<file path="src/rtl/bypass_ctrl_pkg.sv">
// Shared defaults, zero-register address and shadow-entry field layout for bypass_ctrl.
// Optional statistics counters are enabled with the BYPASS_STATS_EN macro (see bypass_ctrl.sv).
package bypass_ctrl_pkg;
  localparam int DW_DEF    = 32;
  localparam int AW_DEF    = 5;
  localparam int DEPTH_DEF = 3;
  localparam int N_RD_DEF  = 2;
  localparam int LATE_DEF  = 1;
  localparam int ZERO_REG  = 0;

  // Entry layout, LSB first: late, wd[AW], wreg, v
  localparam int E_LATE = 0;
  localparam int E_WD   = 1;

  function automatic int e_wreg(input int aw);
    return aw + 1;
  endfunction

  function automatic int e_v(input int aw);
    return aw + 2;
  endfunction

  function automatic int e_width(input int aw);
    return aw + 3;
  endfunction
endpackage

</file>
<file path="src/rtl/bypass_ctrl_if.sv">
// ID-side bundle of bypass_ctrl: issue, read ports, stage results and resolved operands.
// Feature macro BYPASS_STATS_EN controls whether the counter outputs carry live values.
interface bypass_ctrl_if #(
  parameter int DW    = 32,
  parameter int AW    = 5,
  parameter int DEPTH = 3,
  parameter int N_RD  = 2
);
  // Issue handshake: an instruction enters EX on a clock edge only when iss_valid=1 and
  // stall_o=0 (and no hold/flush); stall_o is the inverted ready, valid in the same cycle.
  logic              iss_valid;
  logic              iss_wreg;
  logic [AW-1:0]     iss_wd;
  logic              iss_late;
  logic              hold_i;
  logic              flush_i;
  logic [N_RD-1:0]   rd_en;
  logic [N_RD*AW-1:0] rd_addr;
  logic [N_RD*DW-1:0] rf_data;
  logic [DEPTH*DW-1:0] st_wdata;
  logic [N_RD*DW-1:0] opnd_o;
  logic              stall_o;
  logic [31:0]       stall_cnt_o;
  logic [31:0]       fwd_cnt_o;

  modport master (
    output iss_valid, iss_wreg, iss_wd, iss_late, hold_i, flush_i,
    output rd_en, rd_addr, rf_data, st_wdata,
    input  opnd_o, stall_o, stall_cnt_o, fwd_cnt_o
  );

  modport slave (
    input  iss_valid, iss_wreg, iss_wd, iss_late, hold_i, flush_i,
    input  rd_en, rd_addr, rf_data, st_wdata,
    output opnd_o, stall_o, stall_cnt_o, fwd_cnt_o
  );
endinterface

</file>
<file path="src/rtl/bypass_sel.sv">
// One read port: youngest-match search over the shadow entries, operand mux and readiness.
// Used by bypass_ctrl (BYPASS_STATS_EN has no effect here).
module bypass_sel
  import bypass_ctrl_pkg::*;
#(
  parameter int DW    = DW_DEF,
  parameter int AW    = AW_DEF,
  parameter int DEPTH = DEPTH_DEF,
  parameter int LATE  = LATE_DEF
) (
  input  logic [DEPTH*e_width(AW)-1:0] ent,
  input  logic                         en,
  input  logic [AW-1:0]                addr,
  input  logic [DW-1:0]                rf,
  input  logic [DEPTH*DW-1:0]          st,
  output logic [DW-1:0]                opnd,
  output logic                         hit,
  output logic                         rdy
);
  localparam int EW = e_width(AW);

  logic [DW-1:0] data;
  logic          zero;

  assign zero = !en || (addr == AW'(ZERO_REG));

  always_comb begin
    hit  = 1'b0;
    rdy  = 1'b0;
    data = '0;
    // Scan oldest to youngest so the youngest match is the one left standing.
    for (int i = DEPTH - 1; i >= 0; i--) begin
      if (ent[i*EW + e_v(AW)] && ent[i*EW + e_wreg(AW)] &&
          (ent[i*EW + E_WD +: AW] == addr)) begin
        hit  = 1'b1;
        rdy  = !ent[i*EW + E_LATE] || (i >= LATE);
        data = st[i*DW +: DW];
      end
    end
    if (zero) begin
      hit = 1'b0;
    end
  end

  always_comb begin
    opnd = rf;
    if (zero) begin
      opnd = '0;
    end else if (hit && rdy) begin
      opnd = data;
    end
  end
endmodule

</file>
<file path="src/rtl/bypass_ctrl.sv">
// Operand bypass and load-use stall unit: shadow tag shift register plus per-port selectors.
// Define BYPASS_STATS_EN to build the stall/forward counters; otherwise they read as 0.
module bypass_ctrl
  import bypass_ctrl_pkg::*;
#(
  parameter int DW    = DW_DEF,
  parameter int AW    = AW_DEF,
  parameter int DEPTH = DEPTH_DEF,
  parameter int N_RD  = N_RD_DEF,
  parameter int LATE  = LATE_DEF
) (
  input logic          clk,
  input logic          rst,
  bypass_ctrl_if.slave bus
);
  localparam int EW = e_width(AW);

  logic [DEPTH*EW-1:0] ent;
  logic [EW-1:0]       new_e;
  logic [N_RD-1:0]     hit;
  logic [N_RD-1:0]     rdy;
  logic [DW-1:0]       opnd [N_RD];
  logic                stall;

  for (genvar p = 0; p < N_RD; p++) begin : g_port
    bypass_sel #(.DW(DW), .AW(AW), .DEPTH(DEPTH), .LATE(LATE)) u_sel (
      .ent  (ent),
      .en   (bus.rd_en[p]),
      .addr (bus.rd_addr[p*AW +: AW]),
      .rf   (bus.rf_data[p*DW +: DW]),
      .st   (bus.st_wdata),
      .opnd (opnd[p]),
      .hit  (hit[p]),
      .rdy  (rdy[p])
    );
    assign bus.opnd_o[p*DW +: DW] = opnd[p];
  end

  assign stall       = |(hit & ~rdy);
  assign bus.stall_o = stall;

  always_comb begin
    new_e                = '0;
    new_e[e_v(AW)]       = bus.iss_valid && !stall;
    new_e[e_wreg(AW)]    = bus.iss_wreg;
    new_e[E_WD +: AW]    = bus.iss_wd;
    new_e[E_LATE]        = bus.iss_late;
  end

  // Entry 0 (EX) sits in the low bits; a shift moves every entry one stage older.
  always_ff @(posedge clk) begin
    if (rst) begin
      ent <= '0;
    end else if (bus.flush_i) begin
      ent <= '0;
    end else if (!bus.hold_i) begin
      ent <= {ent[(DEPTH-1)*EW-1:0], new_e};
    end
  end

`ifdef BYPASS_STATS_EN
  logic [31:0] stall_cnt;
  logic [31:0] fwd_cnt;

  always_ff @(posedge clk) begin
    if (rst) begin
      stall_cnt <= '0;
      fwd_cnt   <= '0;
    end else begin
      if (!bus.hold_i && stall) begin
        stall_cnt <= stall_cnt + 32'd1;
      end
      fwd_cnt <= fwd_cnt + 32'($countones(hit & rdy));
    end
  end

  assign bus.stall_cnt_o = stall_cnt;
  assign bus.fwd_cnt_o   = fwd_cnt;
`else
  assign bus.stall_cnt_o = '0;
  assign bus.fwd_cnt_o   = '0;
`endif
endmodule

</file>
<file path="src/flat_wrapper.sv">
// flat-port wrapper written by rule: the top's interface ports become plain ports
module bypass_ctrl_flat import bypass_ctrl_pkg::*;
#(
  parameter int DW    = DW_DEF,
  parameter int AW    = AW_DEF,
  parameter int DEPTH = DEPTH_DEF,
  parameter int N_RD  = N_RD_DEF,
  parameter int LATE  = LATE_DEF
)
  (clk, rst, bus_iss_valid, bus_iss_wreg, bus_iss_wd, bus_iss_late, bus_hold_i, bus_flush_i, bus_rd_en, bus_rd_addr, bus_rf_data, bus_st_wdata, bus_opnd_o, bus_stall_o, bus_stall_cnt_o, bus_fwd_cnt_o);
  bypass_ctrl_if #(.DW(DW), .AW(AW), .DEPTH(DEPTH), .N_RD(N_RD)) bus_i ();
  input logic clk;
  input logic rst;
  input wire logic [$bits(bus_i.iss_valid)-1:0] bus_iss_valid;
  input wire logic [$bits(bus_i.iss_wreg)-1:0] bus_iss_wreg;
  input wire logic [$bits(bus_i.iss_wd)-1:0] bus_iss_wd;
  input wire logic [$bits(bus_i.iss_late)-1:0] bus_iss_late;
  input wire logic [$bits(bus_i.hold_i)-1:0] bus_hold_i;
  input wire logic [$bits(bus_i.flush_i)-1:0] bus_flush_i;
  input wire logic [$bits(bus_i.rd_en)-1:0] bus_rd_en;
  input wire logic [$bits(bus_i.rd_addr)-1:0] bus_rd_addr;
  input wire logic [$bits(bus_i.rf_data)-1:0] bus_rf_data;
  input wire logic [$bits(bus_i.st_wdata)-1:0] bus_st_wdata;
  output wire logic [$bits(bus_i.opnd_o)-1:0] bus_opnd_o;
  output wire logic [$bits(bus_i.stall_o)-1:0] bus_stall_o;
  output wire logic [$bits(bus_i.stall_cnt_o)-1:0] bus_stall_cnt_o;
  output wire logic [$bits(bus_i.fwd_cnt_o)-1:0] bus_fwd_cnt_o;
  assign bus_i.iss_valid = bus_iss_valid;
  assign bus_i.iss_wreg = bus_iss_wreg;
  assign bus_i.iss_wd = bus_iss_wd;
  assign bus_i.iss_late = bus_iss_late;
  assign bus_i.hold_i = bus_hold_i;
  assign bus_i.flush_i = bus_flush_i;
  assign bus_i.rd_en = bus_rd_en;
  assign bus_i.rd_addr = bus_rd_addr;
  assign bus_i.rf_data = bus_rf_data;
  assign bus_i.st_wdata = bus_st_wdata;
  assign bus_opnd_o = bus_i.opnd_o;
  assign bus_stall_o = bus_i.stall_o;
  assign bus_stall_cnt_o = bus_i.stall_cnt_o;
  assign bus_fwd_cnt_o = bus_i.fwd_cnt_o;
  bypass_ctrl #(.DW(DW), .AW(AW), .DEPTH(DEPTH), .N_RD(N_RD), .LATE(LATE)) u_core (.clk(clk), .rst(rst), .bus(bus_i));
endmodule
</file>
<file path="config.mk">
export PLATFORM = sky130hd
export DESIGN_NAME = bypass_ctrl_flat
export DESIGN_NICKNAME = d
export VERILOG_FILES = /design/src/rtl/bypass_ctrl_pkg.sv /design/src/rtl/bypass_ctrl_if.sv /design/src/rtl/bypass_sel.sv /design/src/rtl/bypass_ctrl.sv /design/src/flat_wrapper.sv
export SDC_FILE = /design/constraint.sdc
export NUM_CORES = 1
export LEC_CHECK = 0
export BUFFER_PORTS_ARGS = -buffer_cell sky130_fd_sc_hd__buf_2
export CAP_MARGIN = 20
export CORE_AREA = 5 5 119 121
export CTS_CLUSTER_SIZE = 30
export DETAILED_ROUTE_END_ITERATION = 8
export DIE_AREA = 0 0 124 126
export GPL_TIMING_DRIVEN = 0
export PLACE_DENSITY = 0.68
export SLEW_MARGIN = 5
export SYNTH_ARGS = -nofsm -noshare
export SYNTH_HDL_FRONTEND = slang
export SYNTH_SLANG_ARGS = --single-unit
</file>
<file path="constraint.sdc">
create_clock -name clk -period 2.5 [get_ports clk]
set_clock_uncertainty 0.1 [all_clocks]
set_input_delay 0.5 -clock clk [delete_from_list [all_inputs] [get_ports clk]]
set_output_delay 0.5 -clock clk [all_outputs]
set_load 0.005 [all_outputs]
</file>
==> results of run 1 <==
-- metal layers --
| layer | vias to the layer above | track usage [%] | share of wire [%] |
|---|---|---|---|
| met2 | 286 | 38.2 | 48 |
| met4 | 0 | 7.02 | 2.2 |
| met3 | 34 | 3.05 | 8.1 |
| met1 | 2528 | 30.0 | 42 |
| met5 | - | 0 | 0 |
| li1 | 2723 | - | - |
-- metrics by stage --
step / std cells / utilization [%]
2_1_floorplan: 646 / -
3_3_place_gp: 1069 / 43.5
3_5_place_dp: 1069 / 43.5
4_1_cts: 1098 / 49.5
5_1_grt: 1118 / 54.3
6_report: 1118 / 54.3
-- area by class of cell --
class	count	area, µm²	area share [%]
well taps	176	220	3.12
repair buffers	295	1890	26.8
multi-input cells	503	3460	49.0
plain buffers	116	920	13.0
flip-flops and latches	22	469	6.65
diodes	1	2.50	0.0355
inverters	1	3.75	0.0532
clock buffers	4	88.8	1.26
-- critical path, stage by stage (launching register included) --
cell      delay, ns
dfxtp_4        0.37
xnor2_4        0.18
nand4_1        0.13
or3b_4         0.46
o211ai_4       0.24
buf_4          0.17
buf_12         0.12
mux2i_4        0.23
buf_2          0.14
-- synthesized netlist by cell type, types with 3 or more instances --
master	count	area, µm²
nor2_1	26	97.6
xor2_1	14	123
o21ai_1	12	60.1
o21ai_0	52	260
nand2_1	132	495
buf_2	11	55.1
buf_1	5	18.8
o211ai_1	34	255
xnor2_1	16	140
o221ai_1	62	543
nand4_1	3	18.8
clkbuf_1	39	146
or3_1	3	18.8
buf_4	64	480
dfxtp_1	22	440
o22ai_1	3	18.8
buf_6	3	33.8
mux2i_1	53	531
nand3_1	6	30.0
-- power groups by stage --
stage | Sequential [mW] | Clock, mW | Combinational, mW
after detailed placement | 0.370 | 0 | 0.491
after CTS | 0.363 | 0.369 | 0.541
after global placement | 0.370 | 0 | 0.486
final | 0.362 | 0.367 | 0.586
after floorplan | 0.368 | 0 | 0.244
after global routing | 0.362 | 0.385 | 0.640
-- what timing repair did --
item | CTS | global route
pin swaps | 21 | 36
cloned | 7 | 5
gates resized for setup | 138 | 107
endpoints found under the setup margin | 65 | 65
setup buffers | 23 | 15
-- worst max-delay path by stage --
stage / start / cells past startpoint / endpoint / slack (ns)
floorplan: bus_rd_addr[6] / 7 / bus_opnd_o[38] / -0.04
detailed placement: bus_rd_addr[6] / 9 / bus_opnd_o[57] / -0.84
CTS: bus_rd_addr[4] / 11 / bus_opnd_o[0] / -0.32
global route: u_core.ent[5] / 8 / bus_opnd_o[29] / -0.48
global placement: bus_rd_addr[6] / 9 / bus_opnd_o[53] / -0.80
finish: u_core.ent[5] / 8 / bus_opnd_o[29] / -0.41
-- kinds of logic (layout without fill, tap and decap cells) --
group | count (synthesis) | count (layout) | share of synthesized area, %
buffers and inverters | 123 | 416 | 18.7
AND/OR/NAND/NOR | 184 | 184 | 19.1
flip-flops | 22 | 22 | 11.1
XOR/XNOR | 30 | 30 | 6.65
AO/OA/AOI/OAI | 170 | 172 | 30.9
other | 1 | 65 | 0.0949
multiplexers | 53 | 53 | 13.4
==> flow_summary_export.csv, run 1 <==
group,metric,value,unit
sta,report.final.slew_viol_count,0,
hold_path,holdCritStartpoint,"bus_iss_wd[3]",
cells_and_area,mostFrequentLayoutCell,"buf_2",
cells_and_area,top_regs,"u_core.ent (22)",
run_status,status,"finished with violations",
drt,vias_per_cell,4.98,
clock_network,hold_buffers,0,
clock_network,htreeDepth,1,
cells_and_area,areaGrowthSynthToFinish,78.4,%
die,row_count,42,
logic_synthesis,netlist_instances,583,
drt,drc,0,
logic_synthesis,synth_flop_cell,"dfxtp_1",
grt,grt_antenna_before_repair,1,
power,p_int,0.922,mW
power,p_clk_share,27.9,%
die,io_pins,313,
cells_and_area,final_cell_mix,"buf_2, nand2_1, buf_4, conb_1, mux2i_1",
sta,worst_slew_pin_slew,0.732,ns
hold_path,hp-class,"in -> reg",
placed_design,io_buffers,247,
clock_network,cts_tree,"yes",
grt,grt_overflow,0,
grt,grt_use_total,22.7,%
power,power.combinational.fraction,44.6,%
logic_synthesis,synth_seq_cells,22,
clock_network,root_buffer,"clkbuf_16",
power,pwr-share-seq,27.5,%
power,p_leak,3.51,nW
setup_path,cp.arrival,2.31,ns
drt,first_iter_violations,388,
placed_design,hpwl,14800,µm
cells_and_area,largest_reg_flops,22,
drt,wl_per_cell,18.0,µm
power,p_sw_share,29.8,%
placed_design,pre_cts_ws,-0.845,ns
cells_and_area,n_fill_cell,1274,
hold_path,holdPathStages,3,
die,dieArea,15600,µm²
clock_network,clk_latency,0.25,ns
die,core_area,13000,µm²
logic_synthesis,synth.avg_cell_area,6.78,µm²
sta,fin_crit,2.91,ns
die,start_util,30.4,%
logic_synthesis,yosysSeqAreaShare,11.1,%
logic_synthesis,synth_cell_type_count,35,
setup_path,startpoint_type,"flop",
setup_path,cp_max_fo,5,
die,die_y,126,µm
hold_path,min_to,"u_core.ent[4]",
sta,fmax,344,MHz
cells_and_area,layout.nets,1126,
run_status,violations,"negative setup slack",
placed_design,post_dp_cell_area,5650,µm²
sta,setup_violations,64,
logic_synthesis,synth_area,3950,µm²
grt,grt_pass1_wl,28500,µm
sta,tns,-21.19,ns
power,vdd_ir_drop_max,0.471,mV
logic_synthesis,synth-edff-count,0,
setup_path,r2r-start,"u_core.ent[5]",
logic_synthesis,synth-async-reset-ratio,0,%
power,power,1.31,mW
drt,vias,5571,
die,dieWidth,124,µm
sta,hold_ws,0.377,ns
clock_network,cts_made_buffers,3,
sta,fin_ws,-0.406,ns
cells_and_area,top_register,"u_core.ent",
clock_network,clock_sinks,22,
sta,rsz0062_at_grt,"yes",
cells_and_area,drive_gt1_share,50.7,%
drt,drt_wl_total,20200,µm
clock_network,cts.clk_slew.worst_paths,0.06,ns
drt,ant_nets,0,
setup_path,r2r_cells,6,
grt,grt_pass1_vias,5375,
power,p_switching,0.392,mW
sta,maxSlewHeadroom,51.2,%
power,power_density,186,nW/µm²
sta,layout_worst_path_cycle_share,116,%
grt,grt_start_max_net_pins,13,
clock_network,cts_buffer_depth,2,
placed_design,gp_congestion,0.831,
setup_path,path_class,"reg -> out",
run,max-cap-violations,0,
logic_synthesis,yosysWarnings,0,
setup_path,worst_ep_required_time,1.90,ns
cells_and_area,stdcell_area,7050,µm²
drt,drt_pass1_iterations,5,
setup_path,r2r_slack,0.74,ns
setup_path,endpoint_kind,"output pin",
setup_path,reg2reg_to,"u_core.ent[7]",
sta,hold_viol,0,
Power figures use the tool's default switching activity.
==> run 2: changes to the inputs <==
--- a/config.mk
+++ b/config.mk
@@ -7,12 +7,12 @@
 export LEC_CHECK = 0
 export BUFFER_PORTS_ARGS = -buffer_cell sky130_fd_sc_hd__buf_2
 export CAP_MARGIN = 20
-export CORE_AREA = 5 5 119 121
+export CORE_AREA = 5 5 117 119
 export CTS_CLUSTER_SIZE = 30
 export DETAILED_ROUTE_END_ITERATION = 8
-export DIE_AREA = 0 0 124 126
+export DIE_AREA = 0 0 122 124
 export GPL_TIMING_DRIVEN = 0
-export PLACE_DENSITY = 0.68
+export PLACE_DENSITY = 0.67
 export SLEW_MARGIN = 5
 export SYNTH_ARGS = -nofsm -noshare
 export SYNTH_HDL_FRONTEND = slang
==> constraint.sdc (replaced) <==
create_clock -name clk -period 2.9 [get_ports clk]
set_clock_uncertainty 0.1 [all_clocks]
set_input_delay 0.58 -clock clk [delete_from_list [all_inputs] [get_ports clk]]
set_output_delay 0.58 -clock clk [all_outputs]
set_load 0.005 [all_outputs]
==> run 2 against run 1 <==
Compared with the run above:
- the run still ends with negative setup slack left
- total power down 14%
- largest power group unchanged
- combinational power decreased by 16%
- cell area shrank 4.6%
- critical endpoint is now bus_opnd_o[23]
==> flow_summary_export.csv, run 2 (synthesis results as in run 1) <==
group,metric,value,unit
cells_and_area,layout.nets,1105,
drt,first_iter_violations,334,
sta,rsz0062_at_grt,"yes",
cells_and_area,final_cells,1095,
cells_and_area,top_register,"u_core.ent",
setup_path,path_cells,"buf_8 > xnor2_4 > nand3_2 > or3_4 > o211ai_4 > o211ai_4 > buf_12 > buf_8 > mux2i_1 > buf_2",
placed_design,hpwl,15000,µm
placed_design,io_buffers,247,
grt,grt_pass1_vias,5389,
placed_design,dp.cells,1065,
setup_path,slowest_delay,0.44,ns
run,max-cap-violations,0,
power,p_switching,0.341,mW
setup_path,reg2reg_to,"u_core.ent[7]",
drt,drt_pass1_iterations,5,
setup_path,cp_top_family,"buffers and inverters",
drt,wl_per_cell,18.2,µm
clock_network,root_buffer,"clkbuf_16",
setup_path,worst_ep_required_time,2.22,ns
drt,drt_wl_total,19900,µm
power,p_clk_share,28.7,%
clock_network,clk_latency,0.26,ns
sta,worst_slew_pin_slew,0.851,ns
power,vdd_ir_drop_max,0.308,mV
sta,maxSlewHeadroom,43.2,%
grt,grt_start_max_net_pins,13,
sta,fin_ws,-0.121,ns
power,power,1.13,mW
hold_path,min_to,"u_core.ent[22]",
cells_and_area,final_cell_mix,"buf_2, nand2_1, buf_4, conb_1, o221ai_1",
setup_path,r2r-start,"u_core.ent[2]",
placed_design,gp_congestion,0.872,
clock_network,htreeDepth,1,
die,row_count,41,
setup_path,path_class,"in -> out",
sta,fin_crit,3.02,ns
setup_path,cp.arrival,2.34,ns
cells_and_area,areaGrowthSynthToFinish,70.2,%
power,power_density,168,nW/µm²
cells_and_area,n_fill_cell,1285,
grt,grt_overflow,0,
sta,report.final.slew_viol_count,0,
placed_design,pre_cts_ws,-0.462,ns
clock_network,cts_tree,"yes",
setup_path,startpoint_type,"input port",
sta,fmax,331,MHz
clock_network,cts_made_buffers,3,
clock_network,cts_buffer_depth,2,
cells_and_area,mostFrequentLayoutCell,"buf_2",
power,p_int,0.790,mW
hold_path,holdCritStartpoint,"u_core.ent[22]",
die,core_area,12500,µm²
hold_path,hp-class,"reg -> reg",
die,dieWidth,122,µm
sta,setup_violations,62,
cells_and_area,stdcell_area,6720,µm²
grt,grt_pass1_wl,28600,µm
die,dieArea,15100,µm²
die,die_y,124,µm
setup_path,worst-path-buf-inv,4,
hold_path,holdPathStages,2,
setup_path,cp_max_fo,7,
die,start_util,31.7,%
run_status,violations,"negative setup slack",
drt,ant_nets,0,
setup_path,r2r_cells,6,
setup_path,r2r_slack,1.08,ns
grt,grt_antenna_before_repair,3,
placed_design,post_dp_cell_area,5640,µm²
run_status,status,"finished with violations",
power,power.combinational.fraction,43.6,%
power,p_sw_share,30.2,%
setup_path,crit_slowest_cell,"or3_4",
drt,vias,5464,
power,pwr-share-seq,27.8,%
sta,hold_viol,0,
cells_and_area,drive_gt1_share,48.8,%
drt,drc,0,
clock_network,clock_sinks,22,
clock_network,cts.clk_slew.worst_paths,0.06,ns
grt,grt_use_total,23.8,%
setup_path,endpoint_kind,"output pin",
drt,vias_per_cell,4.99,
power,p_leak,3.39,nW
die,io_pins,313,
sta,layout_worst_path_cycle_share,104,%
cells_and_area,top_regs,"u_core.ent (22)",
cells_and_area,largest_reg_flops,22,
-- run 2: cell count changes in the layout (fill, tap and decap cells not counted), moves of 4 or more --
cell	previous run	this run
buf_12	9	5
buf_4	101	87
buf_6	13	18
buf_8	14	8
clkbuf_2	8	12
dfxtp_1	9	14
nand3_2	0	4
o21ai_1	39	29
o21ai_2	2	16
o221ai_1	46	55
o221ai_2	15	7
xnor2_2	10	5
-- run 2: repair_timing --
item | in CTS | in global routing
gates resized for setup | 157 | 73
hold buffers | 0 | 0
pin swaps | 24 | 10
buffers inserted | 20 | 3
gates cloned | 7 | 1
endpoints found under the setup margin | 64 | 64
-- run 2: layout make-up --
cell class | instances | area [µm²] | share of cell area, %
plain buffers | 115 | 902 | 13.4
clock buffers | 4 | 88.8 | 1.32
well taps | 172 | 215 | 3.20
multi-input cells | 502 | 3380 | 50.3
inverters | 1 | 3.75 | 0.0558
flip-flops and latches | 22 | 455 | 6.77
diodes | 3 | 7.51 | 0.112
repair buffers | 276 | 1670 | 24.9
-- run 2: power by group through the flow --
stage / Sequential [mW] / Clock (mW) / Combinational [mW]
global placement: 0.319 / 0 / 0.417
detailed placement: 0.319 / 0 / 0.421
finish: 0.314 / 0.324 / 0.493
global route: 0.315 / 0.342 / 0.538
floorplan: 0.318 / 0 / 0.209
CTS: 0.314 / 0.327 / 0.464
-- run 2: worst max path at each step --
stage	cells after the start	slack [ns]	start	end
5_1_grt	10	-0.15	bus_rd_addr[0]	bus_opnd_o[23]
3_3_place_gp	9	-0.47	bus_rd_addr[7]	bus_opnd_o[53]
2_1_floorplan	7	0.20	bus_rd_addr[6]	bus_opnd_o[53]
3_5_place_dp	9	-0.46	bus_rd_addr[6]	bus_opnd_o[51]
6_report	10	-0.12	bus_rd_addr[2]	bus_opnd_o[23]
4_1_cts	10	-0.08	bus_rd_addr[9]	bus_opnd_o[41]
-- run 2: worst min-delay path, cell delays in order, from the launching register on --
cell	delay, ns
dfxtp_1	0.32
mux2i_1	0.06
nor2_1	0.08
-- run 2: metrics by stage --
stage / hold WS, ns / setup TNS, ns / util, %
CTS: 0.399 / -1.72 / 51.8
finish: 0.396 / -2.74 / 53.9
global placement: 0.372 / -22.88 / 45.2
global route: 0.439 / -6.21 / 53.9
detailed placement: 0.384 / -24.31 / 45.2
floorplan: 0.355 / 0 / -
-- run 2: metal layers --
metal,global-route usage [%],vias up,part of all wire (%)
met2,42.8,240,50
met5,0,-,0.065
li1,-,2682,-
met3,4.00,15,7.6
met1,30.6,2525,41
met4,3.36,2,0.99
